$ cat config.mk
export PLATFORM = sky130hd
export DESIGN_NAME = graph_controller_flat
export DESIGN_NICKNAME = d
export VERILOG_FILES = /design/src/rtl/graph_pkg.sv /design/src/rtl/graph_controller_if.sv /design/src/rtl/graph_upd_fifo.sv /design/src/rtl/graph_controller.sv /design/src/flat_wrapper.sv
export SDC_FILE = /design/constraint.sdc
export NUM_CORES = 1
export LEC_CHECK = 0
export CAP_MARGIN = 20
export CELL_PAD_IN_SITES_DETAIL_PLACEMENT = 0
export CELL_PAD_IN_SITES_GLOBAL_PLACEMENT = 1
export CORE_MARGIN = 2
export CORE_UTILIZATION = 30
export CTS_BUF_LIST = sky130_fd_sc_hd__clkbuf_16
export DETAILED_ROUTE_END_ITERATION = 8
export PLACE_DENSITY = 0.75
export SYNTH_ARGS = -nofsm -noshare
export SYNTH_HDL_FRONTEND = slang
export SYNTH_SLANG_ARGS = --single-unit
$ cat constraint.sdc
create_clock -name clk -period 3.2 [get_ports clk]
set_input_delay 0.64 -clock clk [delete_from_list [all_inputs] [get_ports clk]]
set_output_delay 0.64 -clock clk [all_outputs]
set_load 0.02 [all_outputs]
$ cat src/rtl/graph_pkg.sv
// graph_pkg: shared types and default widths for the graph controller slice.
//   state_t - sequencer states of graph_controller
//   upd_t   - one queued edge update {src, dst, weight} at default widths
//   DEF_*   - default parameter values used by the interface and the top
package graph_pkg;

  localparam int DEF_VERT_W         = 6;
  localparam int DEF_WEIGHT_W       = 32;
  localparam int DEF_DIST_W         = 32;
  localparam int DEF_NUM_PHASES     = 3;
  localparam int DEF_FIFO_DEPTH     = 4;
  localparam int DEF_TIMEOUT_CYCLES = 65535;

  typedef enum logic [2:0] {
    ST_IDLE,
    ST_UPD_FWD,
    ST_UPD_REV,
    ST_LAUNCH,
    ST_RUN,
    ST_GAP,
    ST_FIN
  } state_t;

  typedef struct packed {
    logic [DEF_VERT_W-1:0]   src;
    logic [DEF_VERT_W-1:0]   dst;
    logic [DEF_WEIGHT_W-1:0] weight;
  } upd_t;

endpackage

$ cat src/rtl/graph_controller_if.sv
// graph_controller_if: host edge-update handshake.
//   valid/ready      - update handshake, transfer when both are high
//   src, dst, weight - edge endpoints and forward weight
// master modport: host side; slave modport: graph_controller side.
interface graph_controller_if
  import graph_pkg::*;
#(
  parameter int VERT_W   = DEF_VERT_W,
  parameter int WEIGHT_W = DEF_WEIGHT_W
);
  logic                valid;
  logic                ready;
  logic [VERT_W-1:0]   src;
  logic [VERT_W-1:0]   dst;
  logic [WEIGHT_W-1:0] weight;

  modport master (output valid, src, dst, weight, input ready);
  modport slave  (input valid, src, dst, weight, output ready);
endinterface

$ cat src/rtl/graph_upd_fifo.sv
// graph_upd_fifo: synchronous update queue.
//   clk, rst     - clock, asynchronous active-high reset
//   push, din    - write request (ignored when full) and data
//   pop, dout    - read request (ignored when empty) and head entry
//   full, empty  - registered occupancy flags
// DEPTH must be a power of two >= 2 so the pointers wrap naturally.
module graph_upd_fifo #(
  parameter int DATA_W = 44,
  parameter int DEPTH  = 4
) (
  input  logic              clk,
  input  logic              rst,
  input  logic              push,
  input  logic [DATA_W-1:0] din,
  input  logic              pop,
  output logic [DATA_W-1:0] dout,
  output logic              full,
  output logic              empty
);
  localparam int PTR_W = $clog2(DEPTH);
  localparam logic [PTR_W:0] CNT_LAST = (PTR_W+1)'(DEPTH - 1);

  logic [DATA_W-1:0] mem [DEPTH];
  logic [PTR_W-1:0]  wr_ptr;
  logic [PTR_W-1:0]  rd_ptr;
  logic [PTR_W:0]    count;
  logic              do_push;
  logic              do_pop;

  assign do_push = push && !full;
  assign do_pop  = pop && !empty;
  assign dout    = mem[rd_ptr];

  // NOTE: storage has no reset; only pointers and flags decide what is valid.
  always_ff @(posedge clk) begin
    if (do_push) mem[wr_ptr] <= din;
  end

  // NOTE: sequential state uses non-blocking assignments only.
  always_ff @(posedge clk or posedge rst) begin
    if (rst) begin
      wr_ptr <= '0;
      rd_ptr <= '0;
      count  <= '0;
      full   <= 1'b0;
      empty  <= 1'b1;
    end else begin
      if (do_push) wr_ptr <= wr_ptr + 1'b1;
      if (do_pop)  rd_ptr <= rd_ptr + 1'b1;
      unique case ({do_push, do_pop})
        2'b10: begin
          count <= count + 1'b1;
          full  <= (count == CNT_LAST);
          empty <= 1'b0;
        end
        2'b01: begin
          count <= count - 1'b1;
          full  <= 1'b0;
          empty <= (count == (PTR_W+1)'(1));
        end
        default: ;
      endcase
    end
  end
endmodule

$ cat src/rtl/graph_controller.sv
// graph_controller: update queue, adjacency writer and engine-chain sequencer.
//   clk, graph_reset      - clock, asynchronous active-high reset
//   upd                   - host edge-update handshake (slave modport)
//   run_req               - request one run of the engine chain (merged)
//   busy, run_done        - activity flag, one-cycle completion pulse
//   err_timeout           - sticky per-phase watchdog error
//   ph_start / ph_done    - one-hot engine start, per-engine done
//   ph_*                  - flattened per-engine memory requests (slice k used)
//   vm_* / am_*           - vertex / adjacency memory ports
// Build option: GRAPH_CTRL_WATCHDOG_EN enables the per-phase watchdog;
// without it err_timeout is tied low and RUN waits for ph_done forever.
module graph_controller
  import graph_pkg::*;
#(
  parameter int VERT_W         = DEF_VERT_W,
  parameter int WEIGHT_W       = DEF_WEIGHT_W,
  parameter int DIST_W         = DEF_DIST_W,
  parameter int NUM_PHASES     = DEF_NUM_PHASES,
  parameter int FIFO_DEPTH     = DEF_FIFO_DEPTH,
  parameter int TIMEOUT_CYCLES = DEF_TIMEOUT_CYCLES
) (
  input  logic                         clk,
  input  logic                         graph_reset,
  graph_controller_if.slave            upd,
  input  logic                         run_req,
  output logic                         busy,
  output logic                         run_done,
  output logic                         err_timeout,
  output logic [NUM_PHASES-1:0]        ph_start,
  input  logic [NUM_PHASES-1:0]        ph_done,
  input  logic [NUM_PHASES*VERT_W-1:0] ph_vaddr_a,
  input  logic [NUM_PHASES*VERT_W-1:0] ph_vaddr_b,
  input  logic [NUM_PHASES*VERT_W-1:0] ph_arow,
  input  logic [NUM_PHASES*VERT_W-1:0] ph_acol,
  input  logic [NUM_PHASES*DIST_W-1:0] ph_vdata_b,
  input  logic [NUM_PHASES-1:0]        ph_vwe_b,
  output logic [VERT_W-1:0]            vm_addr_a,
  output logic [VERT_W-1:0]            vm_addr_b,
  output logic [DIST_W-1:0]            vm_data_b,
  output logic                         vm_we_b,
  output logic [VERT_W-1:0]            am_row,
  output logic [VERT_W-1:0]            am_col,
  output logic [WEIGHT_W-1:0]          am_data,
  output logic                         am_we
);
  localparam int K_W = (NUM_PHASES > 1) ? $clog2(NUM_PHASES) : 1;
  localparam logic [K_W-1:0] LAST_K = K_W'(NUM_PHASES - 1);

  typedef struct packed {
    logic [VERT_W-1:0]   src;
    logic [VERT_W-1:0]   dst;
    logic [WEIGHT_W-1:0] weight;
  } entry_t;

  state_t         state;
  state_t         state_next;
  logic [K_W-1:0] k;
  logic           run_pending;
  entry_t         cur;
  entry_t         q_dout;
  logic           q_full;
  logic           q_empty;
  logic           q_pop;
  logic           launch;
  logic           timeout;

  graph_upd_fifo #(
    .DATA_W ($bits(entry_t)),
    .DEPTH  (FIFO_DEPTH)
  ) u_fifo (
    .clk   (clk),
    .rst   (graph_reset),
    .push  (upd.valid),
    .din   ({upd.src, upd.dst, upd.weight}),
    .pop   (q_pop),
    .dout  (q_dout),
    .full  (q_full),
    .empty (q_empty)
  );

  assign upd.ready = !q_full;
  assign busy      = (state != ST_IDLE) || !q_empty;

`ifdef GRAPH_CTRL_WATCHDOG_EN
  localparam int WD_W = $clog2(TIMEOUT_CYCLES + 1);
  localparam logic [WD_W-1:0] WD_LAST = WD_W'(TIMEOUT_CYCLES - 1);

  logic [WD_W-1:0] wd_cnt;
  logic            err_q;

  // Fires on the TIMEOUT_CYCLES-th RUN cycle unless the engine finishes then.
  assign timeout     = (state == ST_RUN) && !ph_done[k] && (wd_cnt == WD_LAST);
  assign err_timeout = err_q;

  always_ff @(posedge clk or posedge graph_reset) begin
    if (graph_reset) begin
      wd_cnt <= '0;
      err_q  <= 1'b0;
    end else begin
      if (state == ST_LAUNCH)   wd_cnt <= '0;
      else if (state == ST_RUN) wd_cnt <= wd_cnt + 1'b1;
      if (launch)               err_q  <= 1'b0;
      else if (timeout)         err_q  <= 1'b1;
    end
  end
`else
  assign timeout     = 1'b0;
  assign err_timeout = 1'b0;
`endif

  // NOTE: every output of this block gets a default first so no latch is inferred.
  always_comb begin
    state_next = state;
    q_pop      = 1'b0;
    launch     = 1'b0;
    run_done   = 1'b0;
    ph_start   = '0;
    vm_addr_a  = '0;
    vm_addr_b  = '0;
    vm_data_b  = '0;
    vm_we_b    = 1'b0;
    am_row     = '0;
    am_col     = '0;
    am_data    = '0;
    am_we      = 1'b0;
    unique case (state)
      ST_IDLE: begin
        // Pending updates always drain before a run is launched.
        if (!q_empty) begin
          q_pop      = 1'b1;
          state_next = ST_UPD_FWD;
        end else if (run_pending) begin
          launch     = 1'b1;
          state_next = ST_LAUNCH;
        end
      end
      ST_UPD_FWD: begin
        am_we      = 1'b1;
        am_row     = cur.src;
        am_col     = cur.dst;
        am_data    = cur.weight;
        state_next = (cur.src == cur.dst) ? ST_IDLE : ST_UPD_REV;
      end
      ST_UPD_REV: begin
        am_we      = 1'b1;
        am_row     = cur.dst;
        am_col     = cur.src;
        am_data    = '0 - cur.weight;  // wraps, so the most negative weight maps to itself
        state_next = ST_IDLE;
      end
      ST_LAUNCH: begin
        ph_start[k] = 1'b1;
        state_next  = ST_RUN;
      end
      ST_RUN: begin
        vm_addr_a = ph_vaddr_a[k*VERT_W +: VERT_W];
        vm_addr_b = ph_vaddr_b[k*VERT_W +: VERT_W];
        vm_data_b = ph_vdata_b[k*DIST_W +: DIST_W];
        vm_we_b   = ph_vwe_b[k];
        am_row    = ph_arow[k*VERT_W +: VERT_W];
        am_col    = ph_acol[k*VERT_W +: VERT_W];
        if (ph_done[k])   state_next = ST_GAP;
        else if (timeout) state_next = ST_IDLE;
      end
      ST_GAP:  state_next = (k == LAST_K) ? ST_FIN : ST_LAUNCH;
      ST_FIN: begin
        run_done   = 1'b1;
        state_next = ST_IDLE;
      end
      default: state_next = ST_IDLE;
    endcase
  end

  always_ff @(posedge clk or posedge graph_reset) begin
    if (graph_reset) begin
      state       <= ST_IDLE;
      k           <= '0;
      run_pending <= 1'b0;
      cur         <= '0;
    end else begin
      state <= state_next;
      if (q_pop) cur <= q_dout;
      if (launch)                                k <= '0;
      else if (state == ST_GAP && k != LAST_K)   k <= k + 1'b1;
      // Requests arriving at any time merge into a single pending run.
      if (run_req)     run_pending <= 1'b1;
      else if (launch) run_pending <= 1'b0;
    end
  end
endmodule

$ cat src/flat_wrapper.sv
// flat-port wrapper written by rule: the top's interface ports become plain ports
module graph_controller_flat import graph_pkg::*;
#(
  parameter int VERT_W         = DEF_VERT_W,
  parameter int WEIGHT_W       = DEF_WEIGHT_W,
  parameter int DIST_W         = DEF_DIST_W,
  parameter int NUM_PHASES     = DEF_NUM_PHASES,
  parameter int FIFO_DEPTH     = DEF_FIFO_DEPTH,
  parameter int TIMEOUT_CYCLES = DEF_TIMEOUT_CYCLES
)
  (clk, graph_reset, run_req, busy, run_done, err_timeout, ph_start, ph_done, ph_vaddr_a, ph_vaddr_b, ph_arow, ph_acol, ph_vdata_b, ph_vwe_b, vm_addr_a, vm_addr_b, vm_data_b, vm_we_b, am_row, am_col, am_data, am_we, upd_valid, upd_src, upd_dst, upd_weight, upd_ready);
  graph_controller_if #(.VERT_W(VERT_W), .WEIGHT_W(WEIGHT_W)) upd_i ();
  input  logic clk;
  input  logic graph_reset;
  input  logic run_req;
  output logic busy;
  output logic run_done;
  output logic err_timeout;
  output logic [NUM_PHASES-1:0] ph_start;
  input  logic [NUM_PHASES-1:0] ph_done;
  input  logic [NUM_PHASES*VERT_W-1:0] ph_vaddr_a;
  input  logic [NUM_PHASES*VERT_W-1:0] ph_vaddr_b;
  input  logic [NUM_PHASES*VERT_W-1:0] ph_arow;
  input  logic [NUM_PHASES*VERT_W-1:0] ph_acol;
  input  logic [NUM_PHASES*DIST_W-1:0] ph_vdata_b;
  input  logic [NUM_PHASES-1:0] ph_vwe_b;
  output logic [VERT_W-1:0] vm_addr_a;
  output logic [VERT_W-1:0] vm_addr_b;
  output logic [DIST_W-1:0] vm_data_b;
  output logic vm_we_b;
  output logic [VERT_W-1:0] am_row;
  output logic [VERT_W-1:0] am_col;
  output logic [WEIGHT_W-1:0] am_data;
  output logic am_we;
  input wire logic [$bits(upd_i.valid)-1:0] upd_valid;
  input wire logic [$bits(upd_i.src)-1:0] upd_src;
  input wire logic [$bits(upd_i.dst)-1:0] upd_dst;
  input wire logic [$bits(upd_i.weight)-1:0] upd_weight;
  output wire logic [$bits(upd_i.ready)-1:0] upd_ready;
  assign upd_i.valid = upd_valid;
  assign upd_i.src = upd_src;
  assign upd_i.dst = upd_dst;
  assign upd_i.weight = upd_weight;
  assign upd_ready = upd_i.ready;
  graph_controller #(.VERT_W(VERT_W), .WEIGHT_W(WEIGHT_W), .DIST_W(DIST_W), .NUM_PHASES(NUM_PHASES), .FIFO_DEPTH(FIFO_DEPTH), .TIMEOUT_CYCLES(TIMEOUT_CYCLES)) u_core (.clk(clk), .graph_reset(graph_reset), .upd(upd_i), .run_req(run_req), .busy(busy), .run_done(run_done), .err_timeout(err_timeout), .ph_start(ph_start), .ph_done(ph_done), .ph_vaddr_a(ph_vaddr_a), .ph_vaddr_b(ph_vaddr_b), .ph_arow(ph_arow), .ph_acol(ph_acol), .ph_vdata_b(ph_vdata_b), .ph_vwe_b(ph_vwe_b), .vm_addr_a(vm_addr_a), .vm_addr_b(vm_addr_b), .vm_data_b(vm_data_b), .vm_we_b(vm_we_b), .am_row(am_row), .am_col(am_col), .am_data(am_data), .am_we(am_we));
endmodule
---- After elaboration in Yosys (flattened, before gate mapping) ----
Memories as Yosys holds them, arrays and structs flattened. A register that Yosys moved wholly into a read port is not among the register bits.
Index checks and enable logic that the tools add are counted.
operators by class
  $add $sub $neg .......................... 6
  $mul .................................... 1
  $lt $le $gt $ge ......................... 2
  reductions and logical operators ........ 14
  multiplexer cells ....................... 36
  shift operators ......................... 5
  eq/ne operators ......................... 15
operator list
  kind                   count
  $shiftx 96x8->32       1
  $shiftx 18x6->6        4
  $pmux 32 s2            1
  $pmux 6 s3             2
  $mux 32                1
  $sub 1x32->32 const A  1
  $mux 1                 15
  $mux 3                 5
  $pmux 3 s5             1
  $mux 6                 2
  $eq 3x2->1 const B     3
  $eq 3x3->1 const B     3
  $add 2x1->2 const B    3
  $eq 3x1->1 const B     2
  $eq 6x6->1             1
  $mux 2                 3
  $pmux 3 s2             1
  $reduce_bool 2->1      3
  $bmux 1 s2             2
  $eq 2x2->1 const B     2
  $logic_and 1x1->1      4
  $mul 2x2->4 const B    1
  $pmux 1 s2             2
  $add 3x1->3 const B    1
  14 further kinds       15
word-level totals
  memories ................................ 1
  bits in writable memories ............... 176
  word-level logic and storage cells ...... 88
  output and inout port bits .............. 97
  bits of input ports ..................... 222
  flip-flop bits (word level) ............. 15
memory list
  name               depth  width  read ports  clocked after memory_dff  wr ports  line                  source
  u_core.u_fifo.mem  4      44     1           1                         1         graph_upd_fifo.sv:23  logic [DATA_W-1:0] mem [DEPTH];

---- Depth between registers and ports, before layout ----
  word-level depth ........................ 5
  mapped depth ............................ 9
  gate-level depth less buffers ........... 7

---- Modules after synthesis ----
From an unflattened synthesis, not the netlist that was laid out.
second synthesis, totals
  cells, all modules ...................... 887
  area total of the unflattened synthesis .. 11,543.6 um^2
by module, submodules not included
  module            instances  area each (um^2)  cells an instance  sequential area each (um^2)
  graph_upd_fifo    1          6,966.7           288                5,511.5
  graph_controller  1          4,576.9           599                1,251.2

---- Worst setup path before layout ----
OpenSTA, ideal clock, no wires.
  path type ............................... flip-flop to output port
  from .................................... reg, netlist name u_core.cur[0]
  to ...................................... out am_data[30]
  cell stages (with the launch flop) ...... 8
  arrival time ............................ 1.898 ns
  data required time ...................... 2.560 ns
  path buffers ............................ 0
  path slack .............................. 0.662 ns
  path through ............................ dfrtp_1 -> inv_1 -> ha_1 -> nor4b_2 -> nand4_2 -> nor3_2 -> a31oi_1 -> o21ai_1
on the way
  longest elaborated chain between the ends .. 2
ends and longest elaborated chain
  what           line                     source
  $sub 1x32->32  graph_controller.sv:148  am_data = '0 - cur.weight;
  $pmux 32 s2    graph_controller.sv:126  unique case (state)
  to (decl)      flat_wrapper.sv:33       output logic [WEIGHT_W-1:0] am_data;
Every way passes these cells.

---- Worst setup path after layout ----
  from .................................... reg, netlist name u_core.cur[1]
  to ...................................... out am_data[26]
on the way
  longest elaborated chain between the ends .. 2
ends and longest elaborated chain
  what           line
  $sub 1x32->32  graph_controller.sv:148
  $pmux 32 s2    graph_controller.sv:126
Every way passes these cells.

==> results.json <==
{
  "rows": 71,
  "place_congestion": 0.826,
  "die_area_mm2": 0.0399,
  "nets": 1475,
  "skew_ns": 0.0271,
  "synthArstFlopShare_pct": 25.1,
  "wl_per_cell_um": 21.1,
  "placed_cells": 1710,
  "final_util_pct": 44.5,
  "start_util_pct": 30.5,
  "critPathArrivalTime_ns": 2.52,
  "syn_inst": 887,
  "dr_total_vias": 8622,
  "synth_top_flop_cell": "edfxtp_1",
  "switching_power_uw": 5780,
  "antenna_left": 0,
  "clock_power_share_pct": 19.7,
  "gr-usage-all-layers_pct": 18.0,
  "die_h_um": 200,
  "yosysSeqAreaShare_pct": 58.8,
  "setup_tns_ns": 0,
  "synth_edf_count": 176,
  "antenna_found_initial": 4,
  "post-dp-hpwl_mm": 27.7,
  "wl_met2_mm": 19.4,
  "min_path_type": "reg2reg",
  "met3_length_mm": 2.62,
  "pwr-share-seq_pct": 32.3,
  "relSlewSlack_pct": 54.9,
  "path_max_fanout": 4,
  "drive_gt1_share_pct": 22.4,
  "syn_area_mm2": 0.0115,
  "avgSynthCellArea_um2": 13.0,
  "fp.coreArea_mm2": 0.0377,
  "syn-num-nets": 1122,
  "yosys_warnings": 0,
  "p_int_uw": 9280,
  "synth.area.top_cells": "edfxtp_1 (46%), dfrtp_1 (13%), mux4_2 (8.6%)",
  "htree_levels": 1,
  "fin_ws_ns": 0.0351,
  "cts_made_buffers": 25,
  "via_per_inst": 4.87,
  "finalSetupViolCount": 0,
  "grt_pass1_wl_mm": 54.0,
  "crit_type": "reg2out",
  "top_layer": "met5",
  "rsz0062_at_grt": "true",
  "cp.required_ns": 2.56,
  "met1_length_mm": 14.2,
  "p_comb_share_pct": 48.0,
  "fin_cells": 1772,
  "synth_largest_area_cell": "edfxtp_1",
  "pre_cts_ws_ns": -0.0809,
  "maxCapViolations": 0,
  "area_growth_pct": 45.9,
  "p_sw_share_pct": 38.4,
  "grt_max_degree": 40,
  "cp_cell_sequence": "inv_2 -> ha_4 -> nor4b_4 -> nand4_4 -> buf_6 -> buf_6 -> nor4_4 -> o21ai_1 -> o31ai_1 -> buf_2",
  "firstDrtPassIters": 5,
  "path_clk_slew_ns": 0.07,
  "post-route-period-util_pct": 98.9,
  "cts_tree": "built",
  "yosys.area.top_type_share_pct": 46.0,
  "grt_pass1_vias": 8719,
  "hold_viol_final": 0,
  "crit_buf_inv": 4,
  "period_needed_ns": 3.16,
  "cp-start-kind": "flop",
  "synth_seq_cells": 235,
  "ir_drop_mv": 0.489,
  "clkLatencyLatePin_ns": 0.52,
  "cpLargestDelayFamily": "simple AND/OR/NAND/NOR gates",
  "drc": 0,
  "drtIter0Drc": 462,
  "power_leakage_uw": 0.00628,
  "cellPowerDensity_mw_per_mm2": 898,
  "overflow": 0,
  "timing.fmax_mhz": 316,
  "slowest_delay_ns": 0.39,
  "ys_types": 54,
  "hold-worst-slack_ns": 0.514,
  "critPathCaptureType": "output port",
  "cts_num_sinks": 235,
  "slew_violations": 0,
  "io_buffers": 317,
  "cpMostUsedCell": "buf_6",
  "cts_root_buf": "clkbuf_16",
  "tightest_slew_ns": 0.676,
  "crit_slowest_cell": "dfrtp_1",
  "wirelength_mm": 37.4,
  "status": "complete, no violations",
  "cts_max_path_buffers": 3,
  "pin_count": 319,
  "die_w_um": 200
}
==> per-stage QoR <==
stage	area, um2	total power [uW]
final	16800	15100
after global routing	16800	16000
after CTS	16600	15100
after detailed placement	15600	12100
after global placement	15600	12000
after floorplan	11500	9080
==> synthesized netlist by cell type, types with 2 or more instances <==
cell and number:
nand2_1 39, mux4_2 44, and2_1 8, clkbuf_1 28
buf_2 29, a211o_1 2, o22ai_1 16, a21o_1 3
a21oi_1 66, nor4_4 2, dfrtp_1 58, a211o_2 2
xnor2_1 8, inv_1 23, a31oi_1 10, nor2b_1 4
nor2_1 121, nor4_2 3, a22oi_1 13, and3_1 3
nor4_1 12, nor3_1 16, edfxtp_1 176, nand4_1 4
or3_1 3, ha_1 13, o31ai_1 10, nand4_2 2
o21ai_1 3, o21ai_0 41, nand3_1 4, xor2_1 4
buf_1 2, mux2i_1 58, mux2_2 38
==> layout make-up <==
| cell class | instances | area, um2 |
|---|---|---|
| Antenna cell | 2 | 5.00 |
| Timing Repair Buffer | 387 | 3820 |
| Clock inverter | 21 | 236 |
| Sequential cell | 235 | 6770 |
| Clock buffer | 25 | 626 |
| Multi-Input combinational cell | 568 | 4590 |
| Inverter | 23 | 86.3 |
| Tap cell | 511 | 639 |
| Fill cell | 3524 | 20900 |
==> layout by cell type (no fill, tap or decap), drive strengths merged, types with 5 or more instances in the layout <==
cell type      instances
clkdlybuf4s50        257
edfxtp               176
nor2                 121
buf                   96
a21oi                 66
mux2i                 58
dfrtp                 58
o21ai                 45
mux4                  44
nand2                 39
mux2                  38
clkbuf                30
inv                   26
dlygate4sd2           18
nor3                  18
nor4                  17
o22ai                 16
a22oi                 13
ha                    13
a31oi                 10
o31ai                 10
clkinv                10
xnor2                  8
dlymetal6s2s           8
and2                   8
nand4                  6
nand3                  5
==> registers in the layout, indices dropped and copies added (netlist names) <==
register	flops
u_core.k	2
u_core.cur	44
u_core.u_fifo.wr_ptr	2
u_core.state	3
u_core.u_fifo.full	1
u_core.run_pending	1
u_core.u_fifo.rd_ptr	2
u_core.u_fifo.empty	1
u_core.u_fifo.mem	176
u_core.u_fifo.count	3
==> timing repair <==
action                                  CTS  global route
gates cloned                              1             0
pin swaps                                 5            11
endpoints found under the setup margin   66            40
setup buffers                             7             6
gates resized for setup                 101            57
hold buffers                              0             0
==> per-layer routing <==
metal	GRT usage, %	up-vias
met5	0	-
li1	-	4059
met4	5.65	4
met2	33.8	294
met1	20.5	4221
met3	3.65	44
==> worst paths after layout <==
path                                                 from                        end  slack (ns)  cells after the start
setup / recovery                u_core.cur[1]$_DFFE_PP0P_                am_data[26]        0.04                     10
hold / removal             u_core.run_pending$_DFFE_PP0P_    u_core.k[0]$_DFFE_PP0P_        0.51                      1
setup reg to reg              u_core.state[0]$_DFFE_PP0P_  u_core.cur[8]$_DFFE_PP0P_        1.20                      4
hold reg to reg            u_core.run_pending$_DFFE_PP0P_    u_core.k[0]$_DFFE_PP0P_        0.51                      1
max in group asynchronous                     graph_reset    u_core.k[0]$_DFFE_PP0P_        1.90                      3
min in group asynchronous                     graph_reset  u_core.cur[5]$_DFFE_PP0P_        0.55                      2
==> logic make-up after synthesis <==
kind of cell             share of synthesized area, %
buffers and inverters                            3.16
flip-flops                                       58.8
XOR/XNOR                                        0.914
AO/OA/AOI/OAI                                    8.68
other                                          0.0326
adder cells (fa/ha/maj)                          1.41
AND/OR/NAND/NOR                                  9.60
multiplexers                                     17.4
==> power groups by stage <==
| stage | logic [uW] | clock network [uW] | registers [uW] |
|---|---|---|---|
| 6_report | 7230 | 2970 | 4860 |
| 5_1_grt | 7820 | 3160 | 4980 |
| 4_1_cts | 7250 | 3040 | 4850 |
| 3_5_place_dp | 7250 | 0 | 4880 |
| 3_3_place_gp | 7180 | 0 | 4840 |
| 2_1_floorplan | 4480 | 0 | 4600 |
Note: power is estimated with default switching activity, not from simulation.
